--- src/rtl/alu_seq.sv ---
// ARM-style data-processing ALU with an iterative shift-add multiplier.
// Ports: valid/ready request (op, mul, a, b, acc, cin) -> result, n z c v, wb.
module alu_seq #(
  parameter int WIDTH  = 32,
  parameter bit MUL_EN = 1'b1
) (
  input  logic             clk,
  input  logic             rst_n,
  input  logic             in_valid,
  output logic             in_ready,
  input  logic [3:0]       op,
  input  logic             mul,
  input  logic [WIDTH-1:0] a,
  input  logic [WIDTH-1:0] b,
  input  logic [WIDTH-1:0] acc,
  input  logic             cin,
  output logic             out_valid,
  input  logic             out_ready,
  output logic [WIDTH-1:0] result,
  output logic             n,
  output logic             z,
  output logic             c,
  output logic             v,
  output logic             wb
);

  typedef enum logic [1:0] {
    IDLE,
    BUSY,
    DONE
  } state_t;

  localparam int CW = $clog2(WIDTH + 1);
  localparam logic [CW-1:0] LAST = CW'(WIDTH);
  localparam logic [CW-1:0] ONE  = CW'(1);

  state_t           state_q, state_d;
  logic [WIDTH-1:0] mc_q, mc_d;
  logic [WIDTH-1:0] mp_q, mp_d;
  logic [WIDTH-1:0] prod_q, prod_d;
  logic [CW-1:0]    cnt_q, cnt_d;
  logic             mcin_q, mcin_d;
  logic [WIDTH-1:0] result_q, result_d;
  logic             n_q, n_d;
  logic             z_q, z_d;
  logic             c_q, c_d;
  logic             v_q, v_d;
  logic             wb_q, wb_d;

  logic [WIDTH-1:0] ax, ay;
  logic             aci;
  logic             arith;
  logic [WIDTH:0]   sum;
  logic [WIDTH-1:0] alu_res;
  logic             alu_c, alu_v;
  logic             accept, mul_go;

  assign in_ready  = (state_q == IDLE) ||
                     ((state_q == DONE) && out_ready);
  assign out_valid = (state_q == DONE);
  assign accept    = in_valid && in_ready;
  assign mul_go    = MUL_EN && mul;

  assign result = result_q;
  assign n      = n_q;
  assign z      = z_q;
  assign c      = c_q;
  assign v      = v_q;
  assign wb     = wb_q;

  // Every arithmetic op is folded onto one adder: x + y + carry-in,
  // with subtraction as x + ~y + 1 (or + cin for the carry variants).
  always_comb begin
    ax    = a;
    ay    = b;
    aci   = 1'b0;
    arith = 1'b1;
    unique case (op)
      4'h2, 4'hA: begin ay = ~b; aci = 1'b1; end
      4'h3:       begin ax = b; ay = ~a; aci = 1'b1; end
      4'h4, 4'hB: begin end
      4'h5:       aci = cin;
      4'h6:       begin ay = ~b; aci = cin; end
      4'h7:       begin ax = b; ay = ~a; aci = cin; end
      default:    arith = 1'b0;
    endcase
    sum = {1'b0, ax} + {1'b0, ay} + {{WIDTH{1'b0}}, aci};
    alu_res = sum[WIDTH-1:0];
    alu_c   = cin;
    alu_v   = 1'b0;
    if (arith) begin
      alu_c = sum[WIDTH];
      alu_v = (ax[WIDTH-1] == ay[WIDTH-1]) &&
              (sum[WIDTH-1] != ax[WIDTH-1]);
    end else begin
      unique case (op)
        4'h0, 4'h8: alu_res = a & b;
        4'h1, 4'h9: alu_res = a ^ b;
        4'hC:       alu_res = a | b;
        4'hD:       alu_res = b;
        4'hE:       alu_res = a & ~b;
        4'hF:       alu_res = ~b;
        default:    alu_res = '0;
      endcase
    end
  end

  always_comb begin
    state_d  = state_q;
    mc_d     = mc_q;
    mp_d     = mp_q;
    prod_d   = prod_q;
    cnt_d    = cnt_q;
    mcin_d   = mcin_q;
    result_d = result_q;
    n_d      = n_q;
    z_d      = z_q;
    c_d      = c_q;
    v_d      = v_q;
    wb_d     = wb_q;
    unique case (state_q)
      BUSY: begin
        // cnt counts completed iterations; the extra cycle at LAST
        // publishes the product and its flags.
        if (cnt_q == LAST) begin
          state_d  = DONE;
          result_d = prod_q;
          n_d      = prod_q[WIDTH-1];
          z_d      = (prod_q == '0);
          c_d      = mcin_q;
          v_d      = 1'b0;
          wb_d     = 1'b1;
        end else begin
          prod_d = mp_q[0] ? prod_q + mc_q : prod_q;
          mc_d   = mc_q << 1;
          mp_d   = mp_q >> 1;
          cnt_d  = cnt_q + ONE;
        end
      end
      default: begin
        if ((state_q == DONE) && out_ready) state_d = IDLE;
        if (accept) begin
          if (mul_go) begin
            state_d = BUSY;
            mc_d    = a;
            mp_d    = b;
            prod_d  = op[0] ? acc : '0;
            cnt_d   = '0;
            mcin_d  = cin;
          end else begin
            state_d  = DONE;
            result_d = alu_res;
            n_d      = alu_res[WIDTH-1];
            z_d      = (alu_res == '0);
            c_d      = alu_c;
            v_d      = alu_v;
            wb_d     = (op[3:2] != 2'b10);
          end
        end
      end
    endcase
  end

  always_ff @(posedge clk or negedge rst_n) begin
    if (!rst_n) begin
      state_q  <= IDLE;
      mc_q     <= '0;
      mp_q     <= '0;
      prod_q   <= '0;
      cnt_q    <= '0;
      mcin_q   <= 1'b0;
      result_q <= '0;
      n_q      <= 1'b0;
      z_q      <= 1'b0;
      c_q      <= 1'b0;
      v_q      <= 1'b0;
      wb_q     <= 1'b0;
    end else begin
      state_q  <= state_d;
      mc_q     <= mc_d;
      mp_q     <= mp_d;
      prod_q   <= prod_d;
      cnt_q    <= cnt_d;
      mcin_q   <= mcin_d;
      result_q <= result_d;
      n_q      <= n_d;
      z_q      <= z_d;
      c_q      <= c_d;
      v_q      <= v_d;
      wb_q     <= wb_d;
    end
  end

endmodule

--- config.mk ---
export PLATFORM = sky130hd
export DESIGN_NAME = alu_seq
export DESIGN_NICKNAME = d
export VERILOG_FILES = /design/src/rtl/alu_seq.sv
export SDC_FILE = /design/constraint.sdc
export NUM_CORES = 1
export LEC_CHECK = 0
export CORE_MARGIN = 3
export CORE_UTILIZATION = 40
export DETAILED_ROUTE_END_ITERATION = 6
export MAX_ROUTING_LAYER = met4
export SKIP_CTS_REPAIR_TIMING = 1
export SLEW_MARGIN = 20
export SYNTH_ARGS = -nofsm -noshare
export SYNTH_HDL_FRONTEND = slang
export SYNTH_SLANG_ARGS = --single-unit
--- constraint.sdc ---
create_clock -name clk -period 5.2 [get_ports clk]
set_input_delay 1.56 -clock clk [delete_from_list [all_inputs] [get_ports clk]]
set_output_delay 1.56 -clock clk [all_outputs]
set_load 0.005 [all_outputs]
==> results list <==
- Source-to-sink clock delay at the later pin of the worst-skew pair: 0.45 ns
- Clock tree synthesis found a total of 141 sinks.
* Chip Width: 189 um
- In the post-route analysis, the smallest setup slack over all paths is 0.146 ns.
- At the worst endpoint, the arrival time is 5.39 ns.
* Half-perimeter wire length after detailed placement: 44,000 um
* Layout net count: 2,346
- Ratio of routed vias to standard cells: 5.83
* Hold Crit Depth: 2
- The floorplan has 66 rows.
- Power per unit of standard cell area: 519 nW/um2
- The worst hold path begins at result[0].
- Total number of yosys warnings: 0
- Num CTS Buffers: 17
- In the final layout, the share of cells above drive strength 1 is 16.3%.
* Hold path endpoint: result[0]
* Final Hold Fails: 0
* Number of violations reported at the end of detailed-routing iteration 0: 1,465
* Final routed wirelength across all metal layers: 56,800 um
- Required time at the endpoint of the critical path: 5.54 ns
- Summing over every cut layer, the via total after detailed routing is 15.1k.
- Headroom to the max-slew limit came out at 36.6%.
- Worst-case reg-to-reg path depth: 13
- Crit path max fanout: 3
- Layout Cell Area excl Fill: 17,600 um2
- For this run, the detailed router's first-pass iteration total came to 5.
* All-layer global routing usage: 32.2%
- Routability congestion estimate from global placement: 1.00
- The startpoint identified for the worst register-to-register timing path is prod_q[0].
* Mean instance size in the synthesized netlist: 7.24 um2
* Pins over their slew limit: 0
- Reg-to-Reg End: prod_q[28]
* Via count of the first global-routing pass: 14.3k
- Root Driver: sky130_fd_sc_hd__clkbuf_16
- The min-delay analysis places its worst path in the category reg -> reg.
- Number of top-level pins: 145
- Highest clock frequency the design can meet: 198 MHz
- The smallest clock period supported by the final layout is computed as 5.05 ns.
- The H-tree was split into 4 levels.
- Sequential elements use 26.3% of the synthesized area.
* Place WS: -0.713 ns
* Post-detailed-route wirelength per cell: 21.9 um
- Area growth from synthesis to final layout: 31.4%
* Total leakage power: 7.98 nW
- Number of synthesized register bits: 141
* Reported max-cap violation count: 0
- Largest net degree at the start of global routing: 127
- Slew of the pin with the lowest slew margin: 0.949 ns
- STA classifies the critical path startpoint as a primary input.
* Antenna diode instance count: 0
- The worst setup path is of the in -> reg kind.
- Endpoint type of the worst setup path: register
- Layout fillers: 3,269
- Area of the mapped netlist: 13,400 um2
- IR drop worst, VDD: 358 uV
* Status: completed
- Core area: 32,800 um2
* Gr ovfl total: 0
- Synthesis produced 1,851 cells.
- Maximum clock insertion buffer count: 2
* Clock transition at the register clock pins on the worst setup and hold paths after CTS: 0.06 ns
- For this run, design rule violations remaining after detail routing come to 0.
- In the finished design, the share of the clock period the worst path needs comes to 97.2%.
* Post-route ant nets: 0
- In this run, synthesis inferred 0 flip-flops with an integrated enable.
- In this run the cell area measured after placement is 16,800 um2.
- The number of different library cells used by synthesis comes to 83.
- Most used flip-flop cell after synthesis: sky130_fd_sc_hd__dfrtp_1
- Fraction of synthesis flops using an asynchronous set or reset pin: 100%
* Die outline height: 189 um
* Maximum clock skew at final layout: 0.00899 ns
* R2R setup slack: 1.85 ns
- Setup violations remaining at the end of the flow were counted as 0.
- The initial antenna violation count came to 0.
- The floorplan step defined a die boundary enclosing 35,800 um2.
- Post-Syn Nets: 2,056
- The initial utilization of the core area, before any placement, comes to 40.9%.
- Input and output buffers added on the ports amount to 144.
- The first global-routing pass estimated 85,700 um of wire.
- TritonCTS built the clock tree.
## synthesized netlist by cell type, types with 4 or more instances
library cell | instances | area [um2]
sky130_fd_sc_hd__nor3b_1 | 6 | 45.0
sky130_fd_sc_hd__and3_1 | 19 | 119
sky130_fd_sc_hd__o211ai_1 | 12 | 90.1
sky130_fd_sc_hd__inv_1 | 91 | 342
sky130_fd_sc_hd__o21ai_1 | 11 | 55.1
sky130_fd_sc_hd__xor2_1 | 35 | 307
sky130_fd_sc_hd__nand4_1 | 20 | 125
sky130_fd_sc_hd__nand3_1 | 31 | 155
sky130_fd_sc_hd__a211oi_1 | 18 | 135
sky130_fd_sc_hd__o21ai_0 | 183 | 916
sky130_fd_sc_hd__xnor2_1 | 26 | 228
sky130_fd_sc_hd__nor3_1 | 30 | 150
sky130_fd_sc_hd__ha_1 | 96 | 1200
sky130_fd_sc_hd__or3_1 | 15 | 93.8
sky130_fd_sc_hd__buf_2 | 19 | 95.1
sky130_fd_sc_hd__a22o_1 | 7 | 61.3
sky130_fd_sc_hd__nor4_1 | 13 | 81.3
sky130_fd_sc_hd__o21bai_1 | 8 | 60.1
sky130_fd_sc_hd__and2_1 | 10 | 62.6
sky130_fd_sc_hd__nand2_1 | 326 | 1220
sky130_fd_sc_hd__a31oi_1 | 82 | 513
sky130_fd_sc_hd__o2111ai_1 | 7 | 61.3
sky130_fd_sc_hd__o31ai_1 | 9 | 67.6
sky130_fd_sc_hd__a221oi_1 | 19 | 166
sky130_fd_sc_hd__a21o_1 | 39 | 293
sky130_fd_sc_hd__dfrtp_1 | 141 | 3530
sky130_fd_sc_hd__o32ai_1 | 5 | 43.8
sky130_fd_sc_hd__nand2b_1 | 11 | 68.8
sky130_fd_sc_hd__a21oi_1 | 104 | 521
sky130_fd_sc_hd__buf_4 | 6 | 45.0
sky130_fd_sc_hd__clkbuf_1 | 89 | 334
sky130_fd_sc_hd__buf_1 | 10 | 37.5
sky130_fd_sc_hd__nor2_1 | 192 | 721
sky130_fd_sc_hd__a222oi_1 | 4 | 40.0
sky130_fd_sc_hd__o21a_1 | 9 | 67.6
sky130_fd_sc_hd__o22ai_1 | 15 | 93.8
sky130_fd_sc_hd__a211o_1 | 5 | 43.8
sky130_fd_sc_hd__nor4b_1 | 6 | 52.6
sky130_fd_sc_hd__a41oi_1 | 5 | 43.8
sky130_fd_sc_hd__nor2b_1 | 9 | 56.3
sky130_fd_sc_hd__a22oi_1 | 11 | 82.6
sky130_fd_sc_hd__mux2i_1 | 24 | 240
sky130_fd_sc_hd__o221ai_1 | 6 | 52.6
## through the flow
| step | hold slack, ns | total power [mW] | setup TNS, ns | util, % | cells |
|---|---|---|---|---|---|
| after detailed placement | 0.459 | 7.70 | -12.61 | 51.3 | 2557 |
| after floorplan | 0.446 | 5.71 | -1.12 | - | 1851 |
| final | 0.473 | 9.15 | 0 | 53.8 | 2596 |
| after global routing | 0.499 | 9.87 | -0.0326 | 53.8 | 2596 |
| after CTS | 0.476 | 9.07 | -1.71 | 53.2 | 2589 |
| after global placement | 0.459 | 7.62 | -11.00 | 51.3 | 2557 |
## area by class of cell
| cell class | instances | area, um2 | area share, % |
|---|---|---|---|
| repair buffers | 396 | 3370 | 19.1 |
| flip-flops and latches | 141 | 3530 | 20.0 |
| well taps | 442 | 553 | 3.14 |
| clock buffers | 19 | 433 | 2.46 |
| multi-input cells | 1493 | 9210 | 52.3 |
| clock inverters | 13 | 186 | 1.06 |
| inverters | 92 | 345 | 1.96 |
## state kept, by name, indices dropped and copies added, names as in the netlist
| name | count |
|---|---|
| mcin_q | 1 |
| result | 32 |
| prod_q | 32 |
| cnt_q | 6 |
| mc_q | 32 |
| z | 1 |
| mp_q | 32 |
| c | 1 |
| v | 1 |
| state_q | 2 |
| wb | 1 |
## per-layer routing
layer	global-route usage (%)	routed length [um]	share of wire, %	vias to the layer above
met3	3.70	3690	6.5	88
met2	49.5	25500	45	593
met4	13.1	2370	4.2	0
li1	-	-	-	7220
met1	43.2	25200	44	7232
met5	-	0	0	-
## critical path, cell delays in order
cell and delay [ns]:
sky130_fd_sc_hd__clkdlybuf4s50_1 0.50, sky130_fd_sc_hd__nor2_1 0.13, sky130_fd_sc_hd__o22ai_1 0.10, sky130_fd_sc_hd__a32oi_2 0.20, sky130_fd_sc_hd__fa_2 0.25, sky130_fd_sc_hd__inv_2 0.04, sky130_fd_sc_hd__fa_2 0.36, sky130_fd_sc_hd__a211o_1 0.29
sky130_fd_sc_hd__and3_4 0.19, sky130_fd_sc_hd__o211ai_1 0.25, sky130_fd_sc_hd__a31oi_1 0.15, sky130_fd_sc_hd__or2_4 0.27, sky130_fd_sc_hd__a211oi_4 0.24, sky130_fd_sc_hd__o21bai_1 0.11, sky130_fd_sc_hd__a2111oi_2 0.46, sky130_fd_sc_hd__o41ai_2 0.14
sky130_fd_sc_hd__o21a_1 0.13
## layout by cell type, fill, tap and decap left out, drive strengths merged, types with 6 or more instances in the layout
| master | instances |
|---|---|
| nand2 | 327 |
| buf | 255 |
| o21ai | 194 |
| nor2 | 193 |
| dfrtp | 141 |
| clkdlybuf4s50 | 139 |
| a21oi | 107 |
| ha | 96 |
| inv | 95 |
| a31oi | 82 |
| a21o | 39 |
| xor2 | 35 |
| nor3 | 32 |
| nand3 | 31 |
| xnor2 | 26 |
| mux2i | 24 |
| a221oi | 21 |
| nand4 | 20 |
| clkbuf | 20 |
| a211oi | 20 |
| and3 | 19 |
| nor4 | 17 |
| o22ai | 16 |
| or3 | 15 |
| o211ai | 12 |
| nand2b | 11 |
| a22oi | 11 |
| and2 | 10 |
| o21a | 9 |
| nor2b | 9 |
| o31ai | 9 |
| o21bai | 8 |
| a22o | 7 |
| o2111ai | 7 |
| o221ai | 6 |
| nor4b | 6 |
| nor3b | 6 |
## worst max-delay path by stage
stage                      from         end  slack [ns]
after detailed placement  op[2]           z       -0.71
after CTS                 op[2]           z       -0.27
after global routing      op[3]           c       -0.03
after global placement    op[2]  result[30]       -0.65
final                       cin           c        0.15
after floorplan           op[3]  result[30]       -0.35
## logic make-up after synthesis
logic type	share of synthesized area, %
buffers and inverters	6.48
AO/OA/AOI/OAI	28.5
flip-flops	26.3
multiplexers	1.96
XOR/XNOR	3.98
adder cells (fa/ha/maj)	9.40
AND/OR/NAND/NOR	23.4
## report_power, final
| part | leakage, nW | internal (mW) | switching (mW) | total, mW |
|---|---|---|---|---|
| Combinational | 6.02 | 2.40 | 3.22 | 5.63 |
| Clock | 0.302 | 0.805 | 0.516 | 1.32 |
| Sequential | 1.65 | 1.66 | 0.546 | 2.20 |
Power figures use the tool's default switching activity.
